`src/rtl/write_channel_arbiter.sv`:
```
// -----------------------------------------------------------------------------
// write_channel_arbiter
//
// Purpose
//   This module shares one AXI write channel (AW, W and B) between two masters,
//   M0 and M1. Only one transaction is in flight at a time. A transaction moves
//   through four phases:
//     IDLE -> ADDR -> DATA -> RESP -> IDLE
//   In IDLE the arbiter picks a winner and registers the grant. In ADDR, DATA
//   and RESP the granted master is routed through to the slave. The other
//   master sees every READY and BVALID held at 0.
//
//   The arbiter also counts W beats. When the beat count reaches the AWLEN that
//   was captured in ADDR, that beat is treated as the last beat, even if the
//   master never raises WLAST.
//
// Configuration
//   AXI_WARB_RR_EN  When defined, simultaneous requests are resolved round-robin.
//                   A pointer prefers the master that was not served last.
//                   When undefined, M0 has fixed priority and there is no
//                   pointer register.
//
// Ports
//   ACLK, ARESETn            clock; asynchronous active-low reset
//   AW*_Mx, W*_Mx            AW / W request channels from master x (x = 0, 1)
//   AWREADY_Mx, WREADY_Mx    handshakes back to master x (granted master only)
//   BID_Mx, BRESP_Mx,
//   BVALID_Mx, BREADY_Mx     write response to master x
//   AW*_ARB, W*_ARB,
//   BREADY_ARB               channel towards the slave
//   AWREADY_ARB, WREADY_ARB,
//   BID_ARB, BRESP_ARB,
//   BVALID_ARB               handshakes and response from the slave
//   GRANT_M0, GRANT_M1       high from ADDR through RESP for the owner
// -----------------------------------------------------------------------------
module write_channel_arbiter #(
  parameter int unsigned AXI_ID_BITS   = 4,
  parameter int unsigned AXI_ADDR_BITS = 32,
  parameter int unsigned AXI_LEN_BITS  = 4,
  parameter int unsigned AXI_SIZE_BITS = 3,
  parameter int unsigned AXI_DATA_BITS = 32,
  parameter int unsigned AXI_STRB_BITS = 4
) (
  input  logic                     ACLK,
  input  logic                     ARESETn,

  // Master 0
  input  logic [AXI_ID_BITS-1:0]   AWID_M0,
  input  logic [AXI_ADDR_BITS-1:0] AWADDR_M0,
  input  logic [AXI_LEN_BITS-1:0]  AWLEN_M0,
  input  logic [AXI_SIZE_BITS-1:0] AWSIZE_M0,
  input  logic [1:0]               AWBURST_M0,
  input  logic                     AWVALID_M0,
  output logic                     AWREADY_M0,
  input  logic [AXI_DATA_BITS-1:0] WDATA_M0,
  input  logic [AXI_STRB_BITS-1:0] WSTRB_M0,
  input  logic                     WLAST_M0,
  input  logic                     WVALID_M0,
  output logic                     WREADY_M0,
  output logic [AXI_ID_BITS-1:0]   BID_M0,
  output logic [1:0]               BRESP_M0,
  output logic                     BVALID_M0,
  input  logic                     BREADY_M0,

  // Master 1
  input  logic [AXI_ID_BITS-1:0]   AWID_M1,
  input  logic [AXI_ADDR_BITS-1:0] AWADDR_M1,
  input  logic [AXI_LEN_BITS-1:0]  AWLEN_M1,
  input  logic [AXI_SIZE_BITS-1:0] AWSIZE_M1,
  input  logic [1:0]               AWBURST_M1,
  input  logic                     AWVALID_M1,
  output logic                     AWREADY_M1,
  input  logic [AXI_DATA_BITS-1:0] WDATA_M1,
  input  logic [AXI_STRB_BITS-1:0] WSTRB_M1,
  input  logic                     WLAST_M1,
  input  logic                     WVALID_M1,
  output logic                     WREADY_M1,
  output logic [AXI_ID_BITS-1:0]   BID_M1,
  output logic [1:0]               BRESP_M1,
  output logic                     BVALID_M1,
  input  logic                     BREADY_M1,

  // Slave side
  output logic [AXI_ID_BITS-1:0]   AWID_ARB,
  output logic [AXI_ADDR_BITS-1:0] AWADDR_ARB,
  output logic [AXI_LEN_BITS-1:0]  AWLEN_ARB,
  output logic [AXI_SIZE_BITS-1:0] AWSIZE_ARB,
  output logic [1:0]               AWBURST_ARB,
  output logic                     AWVALID_ARB,
  input  logic                     AWREADY_ARB,
  output logic [AXI_DATA_BITS-1:0] WDATA_ARB,
  output logic [AXI_STRB_BITS-1:0] WSTRB_ARB,
  output logic                     WLAST_ARB,
  output logic                     WVALID_ARB,
  input  logic                     WREADY_ARB,
  input  logic [AXI_ID_BITS-1:0]   BID_ARB,
  input  logic [1:0]               BRESP_ARB,
  input  logic                     BVALID_ARB,
  output logic                     BREADY_ARB,

  // Status
  output logic                     GRANT_M0,
  output logic                     GRANT_M1
);

  typedef enum logic [1:0] {
    ST_IDLE = 2'd0,
    ST_ADDR = 2'd1,
    ST_DATA = 2'd2,
    ST_RESP = 2'd3
  } state_e;

  state_e                  state_q,    state_d;
  logic                    grant_m0_q, grant_m0_d;
  logic                    grant_m1_q, grant_m1_d;
  logic [AXI_LEN_BITS:0]   beat_cnt_q, beat_cnt_d;
  logic [AXI_LEN_BITS-1:0] len_q,      len_d;

  // Selected-master view of the request channels
  logic                     sel_m1;
  logic [AXI_ID_BITS-1:0]   g_awid;
  logic [AXI_ADDR_BITS-1:0] g_awaddr;
  logic [AXI_LEN_BITS-1:0]  g_awlen;
  logic [AXI_SIZE_BITS-1:0] g_awsize;
  logic [1:0]               g_awburst;
  logic                     g_awvalid;
  logic [AXI_DATA_BITS-1:0] g_wdata;
  logic [AXI_STRB_BITS-1:0] g_wstrb;
  logic                     g_wlast;
  logic                     g_wvalid;
  logic                     g_bready;

  logic                     pick_m1;
  logic                     aw_hs;
  logic                     w_hs;
  logic                     b_hs;
  logic                     last_beat;

  // The mux select comes from the registered grant. Nothing reaches the
  // slave in the cycle a request first appears.
  assign sel_m1 = grant_m1_q;

  always_comb begin
    if (sel_m1) begin
      g_awid    = AWID_M1;
      g_awaddr  = AWADDR_M1;
      g_awlen   = AWLEN_M1;
      g_awsize  = AWSIZE_M1;
      g_awburst = AWBURST_M1;
      g_awvalid = AWVALID_M1;
      g_wdata   = WDATA_M1;
      g_wstrb   = WSTRB_M1;
      g_wlast   = WLAST_M1;
      g_wvalid  = WVALID_M1;
      g_bready  = BREADY_M1;
    end else begin
      g_awid    = AWID_M0;
      g_awaddr  = AWADDR_M0;
      g_awlen   = AWLEN_M0;
      g_awsize  = AWSIZE_M0;
      g_awburst = AWBURST_M0;
      g_awvalid = AWVALID_M0;
      g_wdata   = WDATA_M0;
      g_wstrb   = WSTRB_M0;
      g_wlast   = WLAST_M0;
      g_wvalid  = WVALID_M0;
      g_bready  = BREADY_M0;
    end
  end

  // Winner selection. It is only used in IDLE.
`ifdef AXI_WARB_RR_EN
  // rr_ptr_q = 1 means M1 is preferred when both masters request.
  logic rr_ptr_q, rr_ptr_d;
  assign pick_m1 = AWVALID_M1 & (~AWVALID_M0 | rr_ptr_q);
`else
  assign pick_m1 = AWVALID_M1 & ~AWVALID_M0;
`endif

  assign aw_hs     = (state_q == ST_ADDR) & g_awvalid & AWREADY_ARB;
  assign w_hs      = (state_q == ST_DATA) & g_wvalid  & WREADY_ARB;
  assign b_hs      = (state_q == ST_RESP) & BVALID_ARB & g_bready;
  // The captured AWLEN closes the burst even when the master forgets WLAST.
  assign last_beat = g_wlast | (beat_cnt_q == {1'b0, len_q});

  // Next-state logic
  always_comb begin
    // NOTE: every next-state signal is given its held value first. Paths that
    // do not assign a signal then cannot infer a latch.
    state_d    = state_q;
    grant_m0_d = grant_m0_q;
    grant_m1_d = grant_m1_q;
    beat_cnt_d = beat_cnt_q;
    len_d      = len_q;
`ifdef AXI_WARB_RR_EN
    rr_ptr_d   = rr_ptr_q;
`endif

    unique case (state_q)
      ST_IDLE: begin
        beat_cnt_d = '0;
        if (AWVALID_M0 | AWVALID_M1) begin
          state_d    = ST_ADDR;
          grant_m0_d = ~pick_m1;
          grant_m1_d = pick_m1;
        end
      end

      // A master that drops AWVALID here keeps its grant. The FSM waits in
      // ADDR for the handshake.
      ST_ADDR: begin
        if (aw_hs) begin
          state_d    = ST_DATA;
          len_d      = g_awlen;
          beat_cnt_d = '0;
        end
      end

      ST_DATA: begin
        if (w_hs) begin
          if (last_beat) begin
            state_d = ST_RESP;
          end else begin
            beat_cnt_d = beat_cnt_q + (AXI_LEN_BITS+1)'(1);
          end
        end
      end

      ST_RESP: begin
        if (b_hs) begin
          state_d    = ST_IDLE;
          grant_m0_d = 1'b0;
          grant_m1_d = 1'b0;
`ifdef AXI_WARB_RR_EN
          // The master just served loses priority for the next tie.
          rr_ptr_d   = ~grant_m1_q;
`endif
        end
      end

      default: begin
        state_d    = ST_IDLE;
        grant_m0_d = 1'b0;
        grant_m1_d = 1'b0;
      end
    endcase
  end

  // State registers
  always_ff @(posedge ACLK or negedge ARESETn) begin
    if (!ARESETn) begin
      state_q    <= ST_IDLE;
      grant_m0_q <= 1'b0;
      grant_m1_q <= 1'b0;
      beat_cnt_q <= '0;
      len_q      <= '0;
`ifdef AXI_WARB_RR_EN
      rr_ptr_q   <= 1'b0;
`endif
    end else begin
      // NOTE: non-blocking assignments here. All registers then update
      // together from the values they held before the edge.
      state_q    <= state_d;
      grant_m0_q <= grant_m0_d;
      grant_m1_q <= grant_m1_d;
      beat_cnt_q <= beat_cnt_d;
      len_q      <= len_d;
`ifdef AXI_WARB_RR_EN
      rr_ptr_q   <= rr_ptr_d;
`endif
    end
  end

  assign GRANT_M0 = grant_m0_q;
  assign GRANT_M1 = grant_m1_q;

  // Output routing. Each channel is opened only in its own phase.
  // Everything is 0 in IDLE, and during reset because state_q is then IDLE.
  always_comb begin
    AWID_ARB    = '0;
    AWADDR_ARB  = '0;
    AWLEN_ARB   = '0;
    AWSIZE_ARB  = '0;
    AWBURST_ARB = '0;
    AWVALID_ARB = 1'b0;
    WDATA_ARB   = '0;
    WSTRB_ARB   = '0;
    WLAST_ARB   = 1'b0;
    WVALID_ARB  = 1'b0;
    BREADY_ARB  = 1'b0;
    AWREADY_M0  = 1'b0;
    AWREADY_M1  = 1'b0;
    WREADY_M0   = 1'b0;
    WREADY_M1   = 1'b0;
    BID_M0      = '0;
    BID_M1      = '0;
    BRESP_M0    = '0;
    BRESP_M1    = '0;
    BVALID_M0   = 1'b0;
    BVALID_M1   = 1'b0;

    unique case (state_q)
      ST_ADDR: begin
        AWID_ARB    = g_awid;
        AWADDR_ARB  = g_awaddr;
        AWLEN_ARB   = g_awlen;
        AWSIZE_ARB  = g_awsize;
        AWBURST_ARB = g_awburst;
        AWVALID_ARB = g_awvalid;
        AWREADY_M0  = ~sel_m1 & AWREADY_ARB;
        AWREADY_M1  =  sel_m1 & AWREADY_ARB;
      end

      ST_DATA: begin
        WDATA_ARB   = g_wdata;
        WSTRB_ARB   = g_wstrb;
        WLAST_ARB   = last_beat;
        WVALID_ARB  = g_wvalid;
        WREADY_M0   = ~sel_m1 & WREADY_ARB;
        WREADY_M1   =  sel_m1 & WREADY_ARB;
      end

      ST_RESP: begin
        BREADY_ARB  = g_bready;
        if (sel_m1) begin
          BID_M1    = BID_ARB;
          BRESP_M1  = BRESP_ARB;
          BVALID_M1 = BVALID_ARB;
        end else begin
          BID_M0    = BID_ARB;
          BRESP_M0  = BRESP_ARB;
          BVALID_M0 = BVALID_ARB;
        end
      end

      default: begin
      end
    endcase
  end

endmodule

```
`config.mk`:
```
export PLATFORM = sky130hd
export DESIGN_NAME = write_channel_arbiter
export DESIGN_NICKNAME = d
export VERILOG_FILES = /design/src/rtl/write_channel_arbiter.sv
export SDC_FILE = /design/constraint.sdc
export NUM_CORES = 1
export LEC_CHECK = 0
export CORE_AREA = 2 2 111 113
export CTS_CLUSTER_DIAMETER = 30
export DETAILED_ROUTE_END_ITERATION = 7
export DIE_AREA = 0 0 113 115
export DONT_BUFFER_PORTS = 1
export MAX_ROUTING_LAYER = met4
export PLACE_DENSITY = 0.44
export SLEW_MARGIN = 20
export SYNTH_ARGS = -nofsm -noshare
export SYNTH_HDL_FRONTEND = slang
export SYNTH_SLANG_ARGS = --single-unit
```
`constraint.sdc`:
```
create_clock -name ACLK -period 3 [get_ports ACLK]
set_clock_uncertainty 0.15 [all_clocks]
set_input_delay 0.9 -clock ACLK [delete_from_list [all_inputs] [get_ports ACLK]]
set_output_delay 0.9 -clock ACLK [all_outputs]
set_load 0.05 [all_outputs]
```
==> qor.csv, run 1 <==
metric,value,unit
worstPathCellList,"inv_1, ha_1, inv_2, buf_12, nor2_1, buf_4",
fmax,351.2,MHz
die_area,13000,um^2
clock_path_buffers,2,
outcome,finished with violations,
fin_nets,536,
routedWlPerCell,15.33,um
setup_viol_count_final,0,
whs,0.1982,ns
cts.clk_slew.worst_paths,0.05,ns
syn_area,2285,um^2
p_per_area,1339,nW/um^2
grt_max_degree,53,
drc_errors,20,
clk_latency,0.25,ns
tns,0,ns
period_share,0.9492,
worstSetupPathType,reg2out,
r2r.worst_path.cells,8,
r2r-start,state_q[1],
slew-limit-headroom,0.6410,
dp_hpwl,6.361,mm
ys_ff_latch,13,
regToRegSetupSlack,0.56,ns
setup.worst_path.end_class,output port,
vias,2343,
io_buffers,0,
final_cell_mix,"mux2i_1 (86), buf_4 (65), nor2b_1 (44)",
p_leak,1.299,nW
cts_tree,yes,
synthCells,294,
worstPathMaxFanout,35,
drt_first_iter_violations,81,
wl_met2,3.905,mm
violations,design-rule violations,
grt_pass1_vias,2052,
insertedDiodeCount,0,
cp_num_buf_inv,4,
reg2reg_to,beat_cnt_q[2],
io_pins,286,
root_buffer,clkbuf_16,
cts_max_level,1,
placed_cell_area,3224,um^2
grt_usage,0.09764,
dr.pass1.iters,6,
fin_total_pwr,4.426,mW
layout-drive-gt1-share,0.3305,
antenna_found_initial,0,
gp_congestion,0.7615,
hold_path_class,in2async,
die_y,115,um
drt-total-wl,7.588,mm
register_area,329.1,um^2
worstMarginPinSlew,0.5385,ns
required,1.95,ns
fp.dieW,113,um
start_util,0.1934,
grt_pass1_wl,10.07,mm
finalCriticalPeriod,2.848,ns
viasPerCell,4.733,
ctsHoldBuffers,0,
final_common_cell,mux2i_1,
core_area,11810,um^2
worst_setup_path_start_kind,flip-flop,
num_rows,40,
cts_setup_buffers,0,
crit_family,buffers and inverters,
cts_buffers,3,
ir_drop,0.6023,mV
finalHoldViolations,0,
syn_nets,481,
clock-sinks,13,
cpPeakStageDelay,0.41,ns
cp.arrival,1.80,ns
yosys_warnings,0,
drv_slew,0,
cp_slowest_cell,dfrtp_1,
design_area,3306,um^2
routed-wl-met3,816,um
synth_cell_types,36,
fillers,1244,
highest-signal-layer,met4,
grt_overflow,0,
synth-seq-area-share,0.1424,
area_delta_synth_final,44.69,%
wl_met1,2.797,mm
avgSynthCellArea,7.771,um^2
maxCapViolations,0,
multi_input_area,2059,um^2
final_core_util,0.2799,
grt_setup_unrepaired,false,
ant_nets,0,
==> worst max-delay path by stage <==
stage	endpoint	startpoint	cells past startpoint
CTS	BRESP_M0[1]	state_q[0]	4
global placement	WLAST_ARB	WLAST_M1	4
detailed placement	WLAST_ARB	WLAST_M1	4
floorplan	BID_M1[0]	GRANT_M1	4
finish	WDATA_ARB[1]	state_q[0]	6
global route	AWREADY_M0	state_q[1]	6
==> cell families (layout without fill, tap and decap cells) <==
family / count (synthesis) / in the layout / share of synthesized area
AO/OA/AOI/OAI: 23 / 23 / 0.07011
XOR/XNOR: 4 / 4 / 0.01533
adder cells (fa/ha/maj): 6 / 6 / 0.03286
buffers and inverters: 29 / 83 / 0.05367
flip-flops: 13 / 13 / 0.1424
multiplexers: 87 / 87 / 0.3817
AND/OR/NAND/NOR: 132 / 132 / 0.3039
==> Yosys cell counts <==
cell,number,area share
nand2_1,7,0.012
nor2b_1,48,0.13
or3_1,1,0.0027
nor4_1,1,0.0027
buf_4,1,0.0033
o211ai_1,1,0.0033
nand3b_1,1,0.0033
nor3_1,1,0.0022
inv_1,7,0.012
o21ai_2,1,0.0038
and2_1,6,0.016
xnor2_1,4,0.015
o311ai_1,2,0.0077
dfrtp_1,13,0.14
o21ai_0,4,0.0088
mux2_1,1,0.0049
and4_1,1,0.0038
a21oi_1,7,0.015
nand4_1,3,0.0082
o32a_1,1,0.0044
a22o_1,1,0.0038
a32o_1,1,0.0044
nand2b_1,2,0.0055
buf_2,8,0.018
o21a_1,1,0.0033
a211o_1,1,0.0038
o21ai_1,2,0.0044
nand3_1,3,0.0066
buf_1,1,0.0016
clkbuf_1,12,0.020
ha_1,6,0.033
and3_1,10,0.027
o311ai_2,1,0.0071
nand3b_2,1,0.0049
mux2i_1,86,0.38
nor2_1,47,0.077
==> per-layer routing <==
| layer | track usage | vias up |
|---|---|---|
| met3 | 0.01581 | 5 |
| li1 | - | 1123 |
| met5 | - | - |
| met1 | 0.1145 | 1052 |
| met2 | 0.1745 | 163 |
| met4 | 0.02439 | 0 |
==> power breakdown <==
| group | switching [mW] | internal (mW) |
|---|---|---|
| clock | 0.0787 | 0.180 |
| combinational | 2.63 | 1.20 |
| sequential | 0.0893 | 0.240 |
| total | 2.80 | 1.62 |
==> cell type report <==
cell class                 instances  share of cell area
timing repair buffer              72              0.1900
tap                              147             0.05564
sequential                        13             0.09955
clock buffer                       4             0.02385
multi-input combinational        252              0.6230
inverter                           7            0.007949
==> state kept, by name, indices dropped and copies added, names as in the netlist <==
name,cells
beat_cnt_q,5
len_q,4
state_q,2
GRANT_M0,1
GRANT_M1,1
==> per-stage QoR <==
step           setup WS, ns  instances
2_1_floorplan     -0.005621        294
3_3_place_gp         0.3717        491
3_5_place_dp         0.3595        491
4_1_cts              0.1337        495
5_1_grt             0.01536        495
6_report             0.1524        495
==> repair_timing <==
item / CTS / global route
endpoints found under the setup margin: 0 / 3
hold endpoints to repair: 0 / 0
gates resized for setup: 0 / 1
No activity file was read; power rests on OpenSTA's default activity.
==> run 2: changes to the inputs <==
CTS_CLUSTER_SIZE = 20   (was not set)
==> results of run 2 <==
No change in the layout: final DEF, timing and power equal those of run 1.
